`src/rtl/down_counter_3bit_pkg.sv`:
```
`default_nettype none
// ============================================================================
// Module      : down_counter_3bit_pkg
// Description : Shared widths, step constants and step-select encoding.
// Revision    : 1.0 - initial release
// ============================================================================
package down_counter_3bit_pkg;

    localparam int CNT_WIDTH = 3;

    localparam logic [CNT_WIDTH-1:0] STEP_ONE = 3'd1;
    localparam logic [CNT_WIDTH-1:0] STEP_TWO = 3'd2;

    typedef enum logic {
        STEP_SEL_ONE = 1'b0,
        STEP_SEL_TWO = 1'b1
    } step_sel_e;

    function automatic logic [CNT_WIDTH-1:0] step_value(input step_sel_e sel);
        return (sel == STEP_SEL_TWO) ? STEP_TWO : STEP_ONE;
    endfunction

endpackage
`default_nettype wire

```
`src/rtl/down_counter_3bit_subtractor.sv`:
```
`default_nettype none
// ============================================================================
// Module      : full_subtractor / subtractor_3bit
// Description : One-bit full subtractor and a ripple-borrow chain built from it.
// Revision    : 1.0 - initial release
// ============================================================================
module full_subtractor (
    input  logic a,
    input  logic b,
    input  logic bin,
    output logic d,
    output logic bout
);

    assign d    = a ^ b ^ bin;
    assign bout = (~a & b) | (~(a ^ b) & bin);

endmodule

module subtractor_3bit
    import down_counter_3bit_pkg::*;
#(
    parameter int WIDTH = CNT_WIDTH
) (
    input  logic [WIDTH-1:0] a,
    input  logic [WIDTH-1:0] b,
    output logic [WIDTH-1:0] diff,
    output logic             bout
);

    // w_borrow[i] is the borrow into bit i; bit 0 never borrows in.
    logic [WIDTH:0] w_borrow;

    assign w_borrow[0] = 1'b0;

    generate
        for (genvar i = 0; i < WIDTH; i++) begin : g_bit
            full_subtractor u_fs (
                .a    (a[i]),
                .b    (b[i]),
                .bin  (w_borrow[i]),
                .d    (diff[i]),
                .bout (w_borrow[i+1])
            );
        end
    endgenerate

    assign bout = w_borrow[WIDTH];

endmodule
`default_nettype wire

```
`src/rtl/down_counter_3bit.sv`:
```
`default_nettype none
// ============================================================================
// Module      : down_counter_3bit
// Description : Registered down counter, step 1 or 2, with load, borrow pulse
//               and zero flag. Define DOWN_COUNTER_SATURATE_EN to clamp at 0
//               on underflow instead of wrapping.
// Revision    : 1.0 - initial release
// ============================================================================
module down_counter_3bit
    import down_counter_3bit_pkg::*;
#(
    parameter int               WIDTH     = CNT_WIDTH,
    parameter logic [WIDTH-1:0] RESET_VAL = '0
) (
    input  logic             clk,
    input  logic             rst,
    input  logic             load,
    input  logic [WIDTH-1:0] load_val,
    input  logic             en,
    input  logic             step_sel,
    output logic [WIDTH-1:0] q,
    output logic             borrow,
    output logic             zero
);

    logic [WIDTH-1:0] r_q;
    logic             r_borrow;
    logic [WIDTH-1:0] w_step;
    logic [WIDTH-1:0] w_diff;
    logic             w_bout;
    logic [WIDTH-1:0] w_dec_q;

    assign w_step = WIDTH'(step_value(step_sel_e'(step_sel)));

    subtractor_3bit #(
        .WIDTH (WIDTH)
    ) u_sub (
        .a    (r_q),
        .b    (w_step),
        .diff (w_diff),
        .bout (w_bout)
    );

`ifdef DOWN_COUNTER_SATURATE_EN
    assign w_dec_q = w_bout ? '0 : w_diff;
`else
    assign w_dec_q = w_diff;
`endif

    always_ff @(posedge clk) begin
        if (rst) begin
            r_q      <= RESET_VAL;
            r_borrow <= 1'b0;
        end else if (load) begin
            r_q      <= load_val;
            r_borrow <= 1'b0;
        end else if (en) begin
            r_q      <= w_dec_q;
            r_borrow <= w_bout;
        end else begin
            r_borrow <= 1'b0;
        end
    end

    assign q      = r_q;
    assign borrow = r_borrow;
    assign zero   = (r_q == '0);

endmodule
`default_nettype wire
```
`config.mk`:
```
export PLATFORM = sky130hd
export DESIGN_NAME = down_counter_3bit
export DESIGN_NICKNAME = d
export VERILOG_FILES = /design/src/rtl/down_counter_3bit_pkg.sv /design/src/rtl/down_counter_3bit_subtractor.sv /design/src/rtl/down_counter_3bit.sv
export SDC_FILE = /design/constraint.sdc
export NUM_CORES = 1
export LEC_CHECK = 0
export CAP_MARGIN = 20
export CORE_AREA = 2 2 39 41
export CTS_BUF_LIST = sky130_fd_sc_hd__clkbuf_8
export DETAILED_ROUTE_END_ITERATION = 12
export DIE_AREA = 0 0 41 43
export PLACE_DENSITY_LB_ADDON = 0.2
export SLEW_MARGIN = 15
export SYNTH_ARGS = -nofsm -noshare
export SYNTH_HDL_FRONTEND = slang
export SYNTH_SLANG_ARGS = --single-unit
```
`constraint.sdc`:
```
create_clock -name clk -period 2.7 [get_ports clk]
set_clock_uncertainty 0.1 [all_clocks]
set_input_delay 0.27 -clock clk [delete_from_list [all_inputs] [get_ports clk]]
set_output_delay 0.27 -clock clk [all_outputs]
set_load 0.01 [all_outputs]
```
Yosys cells after proc, flatten, opt, wreduce, memory -nomap -nowiden
Index checks and enable logic that the tools add are counted.
{"block": "word_totals", "out_inout_bits": 5, "elab_cells": 26, "inputBits": 8, "register_bits": 4}
{"block": "classes", "n_reduce_logical": 3, "mux": 3, "n_bitwise": 18}
{"operator": "3-bit two-way mux", "n": 2}
{"operator": "1-bit inverter", "n": 6}
{"operator": "1-bit AND", "n": 4}
{"operator": "1-bit XOR", "n": 4}
{"operator": "3-bit zero test", "n": 1}
{"operator": "3-bit OR reduction", "n": 1}
{"operator": "2-bit two-way mux", "n": 1}
{"operator": "1-bit bitwise OR", "n": 2}
{"operator": "2-bit nonzero test", "n": 1}
{"operator": "1-bit AND (second input constant)", "n": 1}
{"operator": "1-bit XOR (second input constant)", "n": 1}

Logic depth before layout (Yosys ltp)
{"block": "depth", "word_depth": 8, "mapped_depth": 6, "depth_no_buf": 6}

Hierarchy
From an unflattened synthesis, not the netlist that was laid out.
{"block": "unflattened", "hier_cells": 31, "area_unflattened_um2": 275.3}
{"module": "down_counter_3bit", "n_inst": 1, "seq_area_each_um2": 80.1, "area_per_inst_um2": 177.7, "cells_per_inst": 18}
{"module": "full_subtractor", "n_inst": 3, "seq_area_each_um2": 0.0, "area_per_inst_um2": 31.3, "cells_per_inst": 4}
{"module": "subtractor_3bit", "n_inst": 1, "seq_area_each_um2": 0.0, "area_per_inst_um2": 3.8, "cells_per_inst": 1}

Least setup slack after synthesis
Ideal clock, no wire load.
{"block": "synth_timing", "path_type": "register to register", "start": "register r_q[0] (netlist: q[0])", "end": "register r_q[2] (netlist: q[2])", "required_ns": 2.483, "period_less_slack_ns": 1.660, "path_stages_with_launch": 7, "n_path_buf": 0, "setup_slack_ns": 1.040, "arrival_ns": 1.442, "cell_sequence": "dfxtp_1 -> inv_1 -> ha_1 -> fa_1 -> ha_1 -> nand2_1 -> a32o_1"}
{"block": "synth_between", "elab_chain_len": 7}
{"element": "from (decl)", "line": "down_counter_3bit.sv:26", "source": "logic [WIDTH-1:0] r_q;"}
{"element": "from (signal assigned)", "line": "down_counter_3bit.sv:55", "source": "r_q <= load_val;"}
{"element": "from (signal assigned)", "line": "down_counter_3bit.sv:58", "source": "r_q <= w_dec_q;"}
{"element": "1-bit inverter", "line": "down_counter_3bit_subtractor.sv:16", "source": "assign bout = (~a & b) | (~(a ^ b) & bin);"}
{"element": "1-bit AND (2 in series)", "line": "down_counter_3bit_subtractor.sv:16"}
{"element": "1-bit bitwise OR", "line": "down_counter_3bit_subtractor.sv:16"}
{"element": "1-bit XOR", "line": "down_counter_3bit_subtractor.sv:15", "source": "assign d = a ^ b ^ bin;"}
{"element": "3-bit two-way mux", "line": "down_counter_3bit.sv:57", "source": "end else if (en) begin"}
{"element": "3-bit two-way mux", "line": "down_counter_3bit.sv:54", "source": "end else if (load) begin"}
Every way passes these cells. The select of a mux whose other input is x is not followed.
A chain may end at the register's enable or synchronous reset.

Worst setup path in the final report
{"block": "layout_timing", "start": "input step_sel", "end": "register r_q[2] (netlist: q[2])"}
{"block": "layout_between", "elab_chain_len": 8, "elab_cells_between_ends": 10, "cone_classes": "mux (3); bitwise (7)"}
{"element": "from (decl)", "line": "down_counter_3bit.sv:20", "source": "input logic step_sel,"}
{"element": "2-bit two-way mux (*)", "line": "down_counter_3bit_pkg.sv:20", "source": "return (sel == STEP_SEL_TWO) ? STEP_TWO : STEP_ONE;"}
{"element": "1-bit XOR", "line": "down_counter_3bit_subtractor.sv:16"}
{"element": "1-bit inverter", "line": "down_counter_3bit_subtractor.sv:16"}
{"element": "1-bit AND", "line": "down_counter_3bit_subtractor.sv:16"}
{"element": "1-bit bitwise OR (*)", "line": "down_counter_3bit_subtractor.sv:16"}
{"element": "1-bit XOR (*)", "line": "down_counter_3bit_subtractor.sv:15"}
{"element": "3-bit two-way mux (*)", "line": "down_counter_3bit.sv:57"}
{"element": "3-bit two-way mux (*)", "line": "down_counter_3bit.sv:54"}
Every way passes the cells marked *; elsewhere a longest branch is shown, timed or not. The select of a mux whose other input is x is not followed.

==> metrics.yaml <==
worst_slack_ps: 732.8
wl_met2_um: 281
syn_area_um2: 247.7
drive_above_1_share_pct: 7.692
boundaryPins: 13
routed_via_density: 4.236
clk_latency_ps: 220
grt_use_total_pct: 8.744
grt_pass1_vias: 258
wl_um: 553
avgRoutedWirePerCell_um: 10.05
syn_area_per_cell_um2: 9.175
fillers: 156
diodes: 0
met3_length_um: 36
syn-num-nets: 38
rsz0062_at_grt: "no"
pre_cts_slack_ps: 504.8
critical_path_class: "in -> reg"
hold_depth: 2
cts.sinks: 4
holdWs_ps: 547.6
synth_mux_area_share_pct: 0
leakagePower_nw: 0.1632
max-cap-violations: 0
vdd_drop_max_uv: 183.2
grt_max_degree: 8
synthSimpleGateAreaFrac_pct: 22.22
rows: 14
cts_htree_levels: 1
ys_seq_elements: 4
yosysUniqueCellTypes: 12
drc_errors: 0
start_util_pct: 17.90
r2r_cells: 6
setup_violations: 0
worst_pin_slew_ps: 264.0
firstDrtPassIters: 3
ant_nets: 0
fin_nets: 52
core-area_um2: 1384
die_h_um: 43
drtIter0Drc: 5
die_area_um2: 1763
report.final.slew_viol_count: 0
clockBufferDepth: 2
hold_viol: 0
end_kind: "flop"
cts_hold_buf: 0
yosysSeqAreaShare_pct: 32.32
cts_resized: 0
clk_pin_slew_worst_paths_ps: 30
startpoint_type: "primary input"
setup_tns_ps: 0
max_freq_mhz: 508.3
met1_length_um: 218
synth_top_family_by_area: "simple AND/OR/NAND/NOR gates"
worst_ep_arrival_time_ps: 1980
grt_pass1_wl_mm: 1.000
vias: 233
required_ps: 2710
yosys_warnings: 0
synth_xor_area_share_pct: 0
cts_setup_buffers: 0
status: "complete, no violations"
hold_path_class: "in -> reg"
cts_tree: "built"
postPlaceCellArea_um2: 365.4
numCtsBuffers: 3
path_max_fanout: 2
synth_fa_ha_area_share_pct: 18.18
cts-root-buf: "clkbuf_8"
maxSlewHeadroom_pct: 82.36
area_delta_synth_final_pct: 64.14
min_period_over_period_pct: 72.86
gp_congestion: 0.7191
antenna_found_initial: 0
p_per_area_nw_per_um2: 609.0
fin_util_pct: 29.39
final_area_um2: 406.6
syn-instance-count: 27
highest_layer: "met4"
port_buffers: 12
die_x_um: 41
synth-compound-area-share_pct: 12.12
min_period_ps: 1967
overflow: 0
## metal layers
metal | GRT usage, % | up-vias
met5 | 0 | -
met4 | 4.000 | 0
met3 | 6.283 | 3
met2 | 12.19 | 8
met1 | 9.677 | 108
li1 | - | 114
## power breakdown
part | switching [mW] | internal (mW)
clock | 0.0329 | 0.0952
combinational | 0.0197 | 0.0319
sequential | 0.00386 | 0.0640
## synthesized netlist by cell type (all sizes together)
cell    count  area share, %
a32o        3             12
buf         3            9.1
dfxtp       4             32
fa          1            8.1
ha          2             10
inv         4            6.1
nand2       3            4.5
nor2        1            1.5
nor2b       1            2.5
nor3        1            2.0
nor4bb      1            4.0
or2         3            7.6
## sequential cells by signal, summed over array words and instances (netlist names)
signal,count
q,3
borrow,1
## through the flow
step / power [mW] / cells
after floorplan: 0.09561 / 27
after global placement: 0.1200 / 52
after detailed placement: 0.1208 / 52
after CTS: 0.2493 / 55
after global routing: 0.2593 / 55
final: 0.2476 / 55
## final timing paths
check | start | endpoint | slack [ps]
hold / removal | load | borrow | 550
hold reg to reg | q[2] | q[2] | 550
setup / recovery | step_sel | q[2] | 730
setup reg to reg | q[0] | q[2] | 940
## critical path, cell delays in order
cell and delay (ps):
clkdlybuf4s50_1 510, inv_1 60, ha_1 200, fa_1 360, ha_1 290, nand2_1 50, a32o_1 240
## cell usage in the layout, fill, tap and decap left out, types with 2 or more instances in the layout
| master | instances |
|---|---|
| nand2_1 | 3 |
| inv_1 | 4 |
| a32o_1 | 3 |
| clkdlybuf4s50_1 | 12 |
| clkbuf_8 | 3 |
| ha_1 | 2 |
| dfxtp_1 | 4 |
| or2_1 | 3 |
## cell families (layout without fill, tap and decap cells)
kind of cell / count (synthesis) / in the layout
buffers and inverters: 7 / 19
AND/OR/NAND/NOR: 10 / 10
AO/OA/AOI/OAI: 3 / 3
flip-flops: 4 / 4
adder cells (fa/ha/maj): 3 / 3
## area by class of cell
type                            count  area [um^2]  area share [%]
Inverter                            4        15.01           3.692
Clock buffer                        3        41.29           10.15
Multi-Input combinational cell     16        130.1           32.00
Timing Repair Buffer               12        120.1           29.54
Sequential cell                     4        80.08           19.69
Tap cell                           16        20.02           4.923
No activity file was read; power rests on OpenSTA's default activity.
